===== config.mk =====
export PLATFORM = sky130hd
export DESIGN_NAME = sram_mem_controller
export DESIGN_NICKNAME = d
export VERILOG_FILES = /design/src/rtl/sram_mem_controller.sv
export SDC_FILE = /design/constraint.sdc
export NUM_CORES = 1
export LEC_CHECK = 0
export ABC_AREA = 0
export BUFFER_PORTS_ARGS = -buffer_cell sky130_fd_sc_hd__buf_2
export CAP_MARGIN = 10
export CORE_MARGIN = 3
export CORE_UTILIZATION = 48
export DETAILED_ROUTE_END_ITERATION = 8
export PLACE_DENSITY = 0.79
export SYNTH_ARGS = -nofsm -noshare
export SYNTH_HDL_FRONTEND = slang
export SYNTH_SLANG_ARGS = --single-unit
export TNS_END_PERCENT = 10

===== constraint.sdc =====
create_clock -name clk -period 2.21 [get_ports clk]
set_input_delay 0.221 -clock clk [delete_from_list [all_inputs] [get_ports clk]]
set_output_delay 0.221 -clock clk [all_outputs]
set_load 0.005 [all_outputs]

===== src/rtl/sram_mem_controller.sv =====
// MEM-stage data memory controller for a 16-bit asynchronous SRAM: each 32-bit access is two
// halfword phases. Optional last-read buffer is compiled in with `define SRAM_READ_BUFFER_EN.
module sram_mem_controller #(
    parameter int unsigned WAIT_CYCLES = 1,
    parameter logic [31:0] BASE_ADDR   = 32'd1024,
    parameter int unsigned SRAM_AW     = 18
) (
    input  logic               clk,
    input  logic               rst,
    input  logic               memRead,
    input  logic               memWrite,
    input  logic [31:0]        address,
    input  logic [31:0]        writeData,
    output logic [31:0]        readData,
    output logic               ready,
    output logic [SRAM_AW-1:0] sram_addr,
    output logic [15:0]        sram_dq_out,
    input  logic [15:0]        sram_dq_in,
    output logic               sram_dq_oe,
    output logic               sram_we_n
);

    localparam int unsigned CntW = (WAIT_CYCLES > 0) ? $clog2(WAIT_CYCLES + 1) : 1;
    localparam logic [CntW-1:0] CntMax = CntW'(WAIT_CYCLES);

    typedef enum logic [1:0] {StIdle, StLo, StHi, StDone} state_t;

    state_t             stateQ, stateD;
    logic [CntW-1:0]    cntQ, cntD;
    logic               opWriteQ;
    logic [SRAM_AW-2:0] wordQ;
    logic [31:0]        wdataQ;

    logic [31:0]        offset;
    logic [SRAM_AW-2:0] reqWord;
    logic               inXfer;
    logic               phaseEnd;
    logic               start;
    logic               hit;
    logic               unusedBits;

    // Offset wraps modulo 2^32; bits beyond the SRAM window alias.
    assign offset     = address - BASE_ADDR;
    assign reqWord    = offset[SRAM_AW:2];
    assign unusedBits = ^{offset[31:SRAM_AW+1], offset[1:0]};

    assign inXfer   = (stateQ == StLo) || (stateQ == StHi);
    assign phaseEnd = inXfer && (cntQ == CntMax);
    assign start    = (stateQ == StIdle) && (memRead || memWrite) && !hit;

`ifdef SRAM_READ_BUFFER_EN
    logic [SRAM_AW-2:0] tagQ;
    logic               tagValidQ;

    assign hit = memRead && !memWrite && tagValidQ && (tagQ == reqWord);

    always_ff @(posedge clk or negedge rst) begin
        if (!rst) begin
            tagQ      <= '0;
            tagValidQ <= 1'b0;
        end else if (start && memWrite) begin
            tagValidQ <= 1'b0;
        end else if (stateQ == StDone && !opWriteQ) begin
            tagQ      <= wordQ;
            tagValidQ <= 1'b1;
        end
    end
`else
    assign hit = 1'b0;
`endif

    always_comb begin
        stateD = stateQ;
        cntD   = cntQ;
        ready  = 1'b0;
        unique case (stateQ)
            StIdle: begin
                ready = !(memRead || memWrite) || hit;
                if (start) begin
                    stateD = StLo;
                    cntD   = '0;
                end
            end
            StLo, StHi: begin
                if (cntQ == CntMax) begin
                    cntD   = '0;
                    stateD = (stateQ == StLo) ? StHi : StDone;
                end else begin
                    cntD = cntQ + 1'b1;
                end
            end
            StDone: begin
                ready  = 1'b1;
                stateD = StIdle;
            end
            default: stateD = StIdle;
        endcase
    end

    always_ff @(posedge clk or negedge rst) begin
        if (!rst) begin
            stateQ   <= StIdle;
            cntQ     <= '0;
            opWriteQ <= 1'b0;
            wordQ    <= '0;
            wdataQ   <= '0;
            readData <= '0;
        end else begin
            stateQ <= stateD;
            cntQ   <= cntD;
            if (start) begin
                opWriteQ <= memWrite;
                wordQ    <= reqWord;
                wdataQ   <= writeData;
            end
            if (phaseEnd && !opWriteQ) begin
                if (stateQ == StLo) begin
                    readData[15:0] <= sram_dq_in;
                end else begin
                    readData[31:16] <= sram_dq_in;
                end
            end
        end
    end

    // SRAM pins decode straight from state so reset parks the bus immediately.
    always_comb begin
        sram_addr   = '0;
        sram_dq_out = '0;
        sram_dq_oe  = 1'b0;
        sram_we_n   = 1'b1;
        if (inXfer) begin
            sram_addr = {wordQ, stateQ == StHi};
            if (opWriteQ) begin
                sram_dq_oe  = 1'b1;
                sram_dq_out = (stateQ == StHi) ? wdataQ[31:16] : wdataQ[15:0];
                sram_we_n   = !phaseEnd;
            end
        end
    end

endmodule

# After elaboration in Yosys (flattened, before gate mapping)
# Cells that the tools add are included.
dict set report totals {
  in_bits 84
  elab_cells 46
  regBits 85
}
dict set report classes {
  n_bitwise 1
  n_addsub 2
  muxes 16
  reduce_logical 15
  n_eq_ne 5
}
# operator count
set ops {}
lappend ops {{$mux W16} 3}
lappend ops {{$sub A19 B11 Y19 const B} 1}
lappend ops {{$mux W18} 1}
lappend ops {{$reduce_and A2 Y1} 4}
lappend ops {{$mux W1} 7}
lappend ops {{$pmux W2 S3} 1}
lappend ops {{$eq A2 B2 Y1 const B} 2}
lappend ops {{$mux W2} 2}
lappend ops {{$ne A2 B2 Y1 const B} 2}
lappend ops {{$pmux W1 S2} 2}
lappend ops {{$logic_and A1 B1 Y1} 3}
lappend ops {{$logic_not A1 Y1} 3}
lappend ops {{$eq A2 B1 Y1 const B} 1}
lappend ops {{$logic_not A2 Y1} 1}
lappend ops {{$logic_or A1 B1 Y1} 2}
lappend ops {{$reduce_bool A2 Y1} 1}
lappend ops {{$reduce_or A2 Y1} 1}
lappend ops {{$add A1 B1 Y1 const B} 1}
lappend ops {{$not A1 Y1} 1}

# Logic depth before layout (Yosys ltp)
# Gate-level depths: netlist (run 1).
dict set report depth {
  depth_word 6
  depth_mapped 7
}

# Worst setup path after synthesis (run 1)
# Ideal clock, no wire load.
dict set report synth_path {
  kind {reg2reg}
  startpoint {register stateQ[0]}
  endpoint {register readData[17]}
  required_time_ns 2.082
  setup_time_ns 0.128
  path_stages_with_launch 8
  path_buffers 2
  arrival_ns 1.783
  path_slack_ns 0.299
  path_cell_list {dfrtp_1 inv_1 ha_1 buf_2 nand2_1 nor3_2 buf_4 mux2_1}
}
dict set report synth_via {
  elab_chain_len 5
}
# element line_no
set synth_lines {}
lappend synth_lines {{start, declared} 28} ;# state_t stateQ, stateD;
lappend synth_lines {{start signal, assigned} 102} ;# stateQ <= StIdle;
lappend synth_lines {{start signal, assigned} 109} ;# stateQ <= stateD;
lappend synth_lines {{$eq A2 B1 Y1 or $eq A2 B2 Y1 (tied branches)} {47, 117}}
lappend synth_lines {{$logic_or A1 B1 Y1} 47} ;# assign inXfer = (stateQ == StLo) || (stateQ == StHi);
lappend synth_lines {{$logic_and A1 B1 Y1} 48} ;# assign phaseEnd = inXfer && (cntQ == CntMax);
lappend synth_lines {{$logic_and A1 B1 Y1} 116} ;# if (phaseEnd && !opWriteQ) begin
lappend synth_lines {{$reduce_and A2 Y1 (no line) (*)} n/a}
lappend synth_lines {{end signal, assigned} 120} ;# readData[31:16] <= sram_dq_in;
lappend synth_lines {{end, declared} 14} ;# output logic [31:0] readData,
# Every way passes the cells marked *; elsewhere a longest branch is shown, timed or not.
# A chain may end at the register's enable or synchronous reset.

# Worst setup path in the final report (run 1)
dict set report layout_path {
  startpoint {register stateQ[0]}
  endpoint {output ready}
}
dict set report layout_via {
  elab_chain_len 2
}
# element line_no
set layout_lines {}
lappend layout_lines {{$eq A2 B2 Y1 or $logic_not A2 Y1 (tied branches)} 76} ;# unique case (stateQ)
lappend layout_lines {{$pmux W1 S2 (*)} 76}
lappend layout_lines {{end, declared} 15} ;# output logic ready,
# Marked as above.

==> results of run 1 <==
## kinds of logic after synthesis
family / Yosys count / share of synthesized area (%)
AO/OA/AOI/OAI: 22 / 3.43
adder cells (fa/ha/maj): 5 / 1.66
multiplexers: 49 / 14.1
flip-flops: 85 / 56.6
XOR/XNOR: 2 / 0.466
AND/OR/NAND/NOR: 182 / 20.8
buffers and inverters: 27 / 2.93
## path summary, 6_finish.rpt
| check | from | end | cells after the start |
|---|---|---|---|
| max | stateQ[0] | ready | 5 |
| min | writeData[7] | wdataQ[7] | 3 |
| max reg2reg | stateQ[1] | readData[18] | 6 |
| min reg2reg | wordQ[0] | wordQ[0] | 2 |
| max in group asynchronous | rst | wdataQ[9] | 3 |
| min in group asynchronous | rst | readData[0] | 2 |
## stage by stage
stage / util (%) / worst slack, ns / instance area (um2) / hold slack, ns
2_1_floorplan: - / 0.299 / 3760 / -0.0746
3_3_place_gp: 61.8 / 0.413 / 4580 / 0.211
3_5_place_dp: 61.8 / 0.323 / 4580 / 0.219
4_1_cts: 64.9 / 0.0722 / 4800 / 0.0455
5_1_grt: 64.9 / 0.0549 / 4810 / 0.0510
6_report: 64.9 / 0.170 / 4810 / 0.0625
## Yosys cell counts (all sizes together)
master	count	area share, %
nand2	132	13
dfrtp	85	57
mux2	32	9.6
nor2	21	2.1
and2	17	2.8
mux2i	17	4.5
clkbuf	14	1.4
o21ai	9	1.2
inv	7	0.70
buf	6	0.83
a31oi	5	0.83
ha	5	1.7
a21oi	3	0.40
o31ai	3	0.60
or3	3	0.50
or4	3	0.70
or3b	2	0.53
xnor2	2	0.47
a22oi	1	0.20
nand3	1	0.13
nand4b	1	0.40
nor3	1	0.27
nor3b	1	0.20
o21a	1	0.20
## metal layers
metal / share of wire [%] / GRT usage (%)
met1: 44 / 24.2
met2: 49 / 33.2
met3: 5.6 / 4.70
met4: 1.1 / 6.49
met5: 0 / 0
## flip-flops by register name, summed over array words and instances (netlist names)
name / cells
readData: 32
wdataQ: 32
wordQ: 17
stateQ: 2
cntQ: 1
opWriteQ: 1
## worst max-delay path, delay by kind of cell (launching register included)
family	cells	cell delay [ns]
AO/OA/AOI/OAI	1	0.15
flip-flops	1	0.41
adder cells (fa/ha/maj)	1	0.25
buffers and inverters	2	0.25
AND/OR/NAND/NOR	1	0.43
## power groups by stage
stage | registers, mW | logic [mW] | clock network (mW)
final | 2.74 | 2.80 | 1.17
after global routing | 2.84 | 3.17 | 1.29
after CTS | 2.74 | 2.85 | 1.21
after detailed placement | 2.77 | 2.84 | 0
after global placement | 2.71 | 2.75 | 0
after floorplan | 2.70 | 1.69 | 0
## timing repair
item                                   CTS  global route
setup endpoints to repair               17             2
resized for setup                        1             2
hold buffers                             1             0
endpoints found under the hold margin   37             0
## layout make-up
class,count,share of cell area [%]
clock buffers,11,2.94
clock inverters,4,1.51
repair buffers,145,16.1
flip-flops and latches,85,44.2
well taps,99,2.58
inverters,7,0.546
multi-input cells,260,32.1
==> flow_metrics.env, run 1 <==
export IMPL_final_common_cell="buf_2"
export IMPL_tightestPinTransition_ns=0.493
export IMPL_post_route_min_period_ns=2.04
export IMPL_drv_slew=0
export IMPL_seq_area_frac_synth_pct=56.6
export IMPL_nets=597
export IMPL_combPwrFrac_pct=41.7
export IMPL_gr_total_overflow=0
export IMPL_antenna_found_initial=0
export IMPL_synth_nets=461
export IMPL_core_um2=7410
export IMPL_tns_ns=0
export IMPL_grt_max_degree=51
export IMPL_p_int_mw=4.34
export IMPL_final_cell_mix="136 x buf_2, 131 x nand2_1, 85 x dfrtp_1"
export IMPL_htreeDepth=3
export IMPL_stdcell_count=611
export IMPL_placed_cells=595
export IMPL_avgSynthCellArea_um2=10.1
export IMPL_ys_seq_elements=85
export IMPL_crit_fanout=6
export IMPL_clock_path_buffers=2
export IMPL_root_buffer="clkbuf_8"
export IMPL_ys_types=30
export IMPL_cts_tree="done"
export IMPL_crit_required_ns=1.99
export IMPL_max_slew_margin_pct=67.2
export IMPL_track_usage_pct=19.4
export IMPL_dieArea_um2=8930
export IMPL_total_power_mw=6.71
export IMPL_r2r_setup_slack_ns=0.41
export IMPL_slowest_stage="or3b_4"
export IMPL_die_y_um=94.5
export IMPL_hold_viol=0
export IMPL_hpwl_um=6000
export IMPL_cp_end_kind="output port"
export IMPL_num_io_pins=153
export IMPL_crit_chain="inv_1 > ha_2 > or3b_4 > a21oi_1 > buf_2"
export IMPL_register_area_um2=2130
export IMPL_p_clk_share_pct=17.5
export IMPL_io_buffers=137
export IMPL_die_w_um=94.5
export IMPL_maxCapViolCount=0
export IMPL_area_delta_synth_final_pct=27.9
export IMPL_multi_input_area_um2=1540
export IMPL_start_util_pct=50.8
export IMPL_status="completed"
export IMPL_synth_area_um2=3760
export IMPL_ir_drop_mv=0.821
export IMPL_period_share_pct=92.3
export IMPL_place_gp_congestion=0.753
export IMPL_ant_nets=0
export IMPL_finClkSkew_ns=0.00882
export IMPL_final_fill_count=612
export IMPL_drtPass1Iterations=4
export IMPL_grt_setup_unrepaired="false"
export IMPL_clkSlewWorstSetupHoldPaths_ns=0.08
export IMPL_layout_drive_gt1_share_pct=32.8
export IMPL_swShare_pct=35.3
export IMPL_cp_start_kind="register"
export IMPL_max_stage_delay_ns=0.43
export IMPL_cp_arrival_ns=1.82
export IMPL_finalSetupViolCount=0
export IMPL_grt_pass1_wl_um=13600
export IMPL_power_frac_seq_pct=40.8
export IMPL_cts_sinks=85
export IMPL_grt_pass1_vias=2972
export IMPL_drcViolationCount=0
export IMPL_hold_class="in2reg"
export IMPL_syn_instance_count=372
export IMPL_clk_insertion_delay_late_ns=0.34
export IMPL_post_cts_buffers=0
export IMPL_power_switching_mw=2.37
export IMPL_p_leak_nw=2.51
export IMPL_routed_wl_um=8280
export IMPL_numCtsBuffers=9
export IMPL_viasPerCell=4.84
export IMPL_drt_iter0_markers=79
export IMPL_antenna_cells=0
export IMPL_power_density_nw_per_um2=1400
export IMPL_rows=31
export IMPL_wl_per_cell_um=13.5
export IMPL_fmax_mhz=490
export IMPL_yosys_warnings=0
export IMPL_path_class="reg2out"
export IMPL_vias=2958
(Power assumes the default switching activity.)
==> inputs of run 2 (changes only) <==
--- a/config.mk
+++ b/config.mk
@@ -5,11 +5,11 @@
 export SDC_FILE = /design/constraint.sdc
 export NUM_CORES = 1
 export LEC_CHECK = 0
-export ABC_AREA = 0
+export ABC_AREA = 1
 export BUFFER_PORTS_ARGS = -buffer_cell sky130_fd_sc_hd__buf_2
 export CAP_MARGIN = 10
 export CORE_MARGIN = 3
-export CORE_UTILIZATION = 48
+export CORE_UTILIZATION = 49
 export DETAILED_ROUTE_END_ITERATION = 8
 export PLACE_DENSITY = 0.79
 export SYNTH_ARGS = -nofsm -noshare
==> run 2 against run 1 <==
  * Sequential power up 2%
  * Largest cell class unchanged
  * Final area up 5.0%
  * Synthesized cell count up 31%
  * Area after synthesis up 8.1%
  * Final cell count up 20%
  * Die area up 5.5%
  * Setup slack worse by 0.078 ns
  * Critical endpoint is now sram_dq_out[13]
  * Fmax down 3.7%
  * Register-to-register slack better by 0.04 ns
  * Wire length up 9.0%
==> flow_metrics.env, run 2 <==
export IMPL_io_buffers=137
export IMPL_dieArea_um2=9420
export IMPL_drt_iter0_markers=142
export IMPL_final_common_cell="nand2_1"
export IMPL_crit_fanout=13
export IMPL_nets=714
export IMPL_hpwl_um=6640
export IMPL_ys_top_cells_by_area="dfrtp_1 52%, nand2_1 16%, o21ai_2 6.9%, inv_1 4.8%, nand2_2 4.5%"
export IMPL_path_class="reg2out"
export IMPL_clkSlewWorstSetupHoldPaths_ns=0.08
export IMPL_synth_edf_count=0
export IMPL_routed_wl_um=9030
export IMPL_yosys_warnings=0
export IMPL_ys_types=20
export IMPL_synth_flop_cell="dfrtp_1"
export IMPL_drtPass1Iterations=5
export IMPL_period_share_pct=95.8
export IMPL_cts_sinks=85
export IMPL_synth_area_um2=4060
export IMPL_cp_end_kind="output port"
export IMPL_grt_setup_unrepaired="true"
export IMPL_seq_area_frac_synth_pct=52.4
export IMPL_yosysMostFrequentCell="nand2_1"
export IMPL_total_power_mw=7.26
export IMPL_die_w_um=97.1
export IMPL_root_buffer="clkbuf_8"
export IMPL_antenna_cells=0
export IMPL_drv_slew=0
export IMPL_status="completed"
export IMPL_tns_ns=0
export IMPL_avgSynthCellArea_um2=8.31
export IMPL_cts_tree="done"
export IMPL_grt_max_degree=50
export IMPL_core_um2=7890
export IMPL_area_delta_synth_final_pct=24.3
export IMPL_p_leak_nw=2.95
export IMPL_layout_drive_gt1_share_pct=36.5
export IMPL_ir_drop_mv=0.712
export IMPL_post_route_min_period_ns=2.12
export IMPL_crit_required_ns=1.99
export IMPL_numCtsBuffers=9
export IMPL_max_slew_margin_pct=67.5
export IMPL_top_regs="readData x32, wdataQ x32, wordQ x17"
export IMPL_drcViolationCount=0
export IMPL_die_y_um=97.1
export IMPL_pre_cts_ws_ns=0.408
export IMPL_hold_class="in2reg"
export IMPL_yosys_area_top_type="dfrtp_1"
export IMPL_ant_nets=0
export IMPL_synth_top_area_share_pct=52.4
export IMPL_min_path_cells=3
export IMPL_vias=3504
export IMPL_synth_nets=578
export IMPL_viasPerCell=4.79
export IMPL_num_io_pins=153
export IMPL_final_cell_mix="171 x nand2_1, 136 x buf_2, 85 x dfrtp_1"
export IMPL_synth_common_cells="171 x nand2_1, 85 x dfrtp_1, 52 x inv_1, 44 x nor2_1, 32 x o21ai_2"
export IMPL_finalSetupViolCount=0
export IMPL_grt_pass1_wl_um=15500
export IMPL_fmax_mhz=472
export IMPL_tightestPinTransition_ns=0.487
export IMPL_worst_slack_ns=0.0920
export IMPL_start_util_pct=51.5
export IMPL_htreeDepth=3
export IMPL_clock_path_buffers=2
export IMPL_place_gp_congestion=0.870
export IMPL_async_reset_ff_share_pct=100
export IMPL_syn_instance_count=489
export IMPL_gr_total_overflow=0
export IMPL_power_density_nw_per_um2=1440
export IMPL_cp_arrival_ns=1.90
export IMPL_track_usage_pct=19.5
export IMPL_cp_start_kind="register"
export IMPL_hold_viol=0
export IMPL_rows=32
export IMPL_grt_pass1_vias=3399
export IMPL_wl_per_cell_um=12.3
export IMPL_reg2regPathDepth=8
export IMPL_clk_insertion_delay_late_ns=0.34
export IMPL_ys_seq_elements=85
export IMPL_finClkSkew_ns=0.00893
export IMPL_antenna_found_initial=0
export IMPL_r2r_setup_slack_ns=0.45
export IMPL_maxCapViolCount=0
==> run 2: cell types whose count changed in the layout (fill, tap and decap cells not counted), moves of 8 or more <==
cell and delta:
o21ai_2 +32, o21ai_0 +8, nor2_1 +23, nand2_2 +28, nor3_1 +15, and2_1 -17
inv_1 +45, nand2_1 +40, mux2i_1 -17, mux2_1 -32, nand3_1 +9
==> run 2: what timing repair did <==
item                                    in CTS  in global routing
endpoints found under the setup margin       0                 15
resized for setup                            0                  1
hold endpoints to repair                    36                  0
hold buffers                                 1                  0
setup buffers                                0                  1
==> run 2: critical path, stage by stage (launching register included) <==
cell	delay, ns
dfrtp_1	0.41
inv_1	0.11
ha_1	0.33
buf_4	0.25
nor2_1	0.07
nor3_1	0.24
buf_2	0.16
==> run 2: cells by family (layout without fill, tap and decap cells) <==
group / count (synthesis) / after routing / share of synthesized area, %
simple gates: 273 / 273 / 28.3
buf+inv: 77 / 218 / 8.81
compound gates: 49 / 49 / 9.02
fa+ha+maj: 5 / 5 / 1.54
flops: 85 / 85 / 52.4
==> run 2: final timing paths <==
check | startpoint | endpoint
worst max register to register | stateQ[0] | readData[28]
worst min register to register | wdataQ[15] | wdataQ[15]
worst max-delay path | stateQ[0] | sram_dq_out[13]
max in group asynchronous | rst | wdataQ[8]
min in group asynchronous | rst | readData[3]
worst min-delay path | writeData[9] | wdataQ[9]
==> run 2: cell type report <==
| class | instances | area, um2 |
|---|---|---|
| tap | 102 | 128 |
| sequential | 85 | 2130 |
| clock buffer | 9 | 124 |
| multi-input combinational | 327 | 1580 |
| fill | 698 | 2840 |
| inverter | 54 | 206 |
| clock inverter | 7 | 75.1 |
| timing repair buffer | 148 | 811 |
==> run 2: report_power, final <==
group | leakage, nW | internal [mW] | total [mW] | switching, mW
Clock | 0.0918 | 0.526 | 1.08 | 0.556
Sequential | 1.04 | 2.33 | 2.80 | 0.463
Combinational | 1.82 | 1.45 | 3.38 | 1.93
Total | 2.95 | 4.31 | 7.26 | 2.95
==> run 2: layer usage <==
layer  vias up  routed length [um]  track usage [%]
met5         -                   0                0
met4         0                 129             5.94
met3        14                 598             4.24
met2       125                4180             31.2
met1      1604                4120             26.8
li1       1761                   -                -
==> run 2: stage by stage <==
step	util (%)	area, um2	cells	hold slack, ns
after floorplan	-	4060	489	-0.0746
after global placement	61.1	4820	714	0.214
after detailed placement	61.1	4820	714	0.217
after CTS	63.7	5020	731	0.0462
after global routing	64.0	5050	732	0.0561
final	64.0	5050	732	0.0692
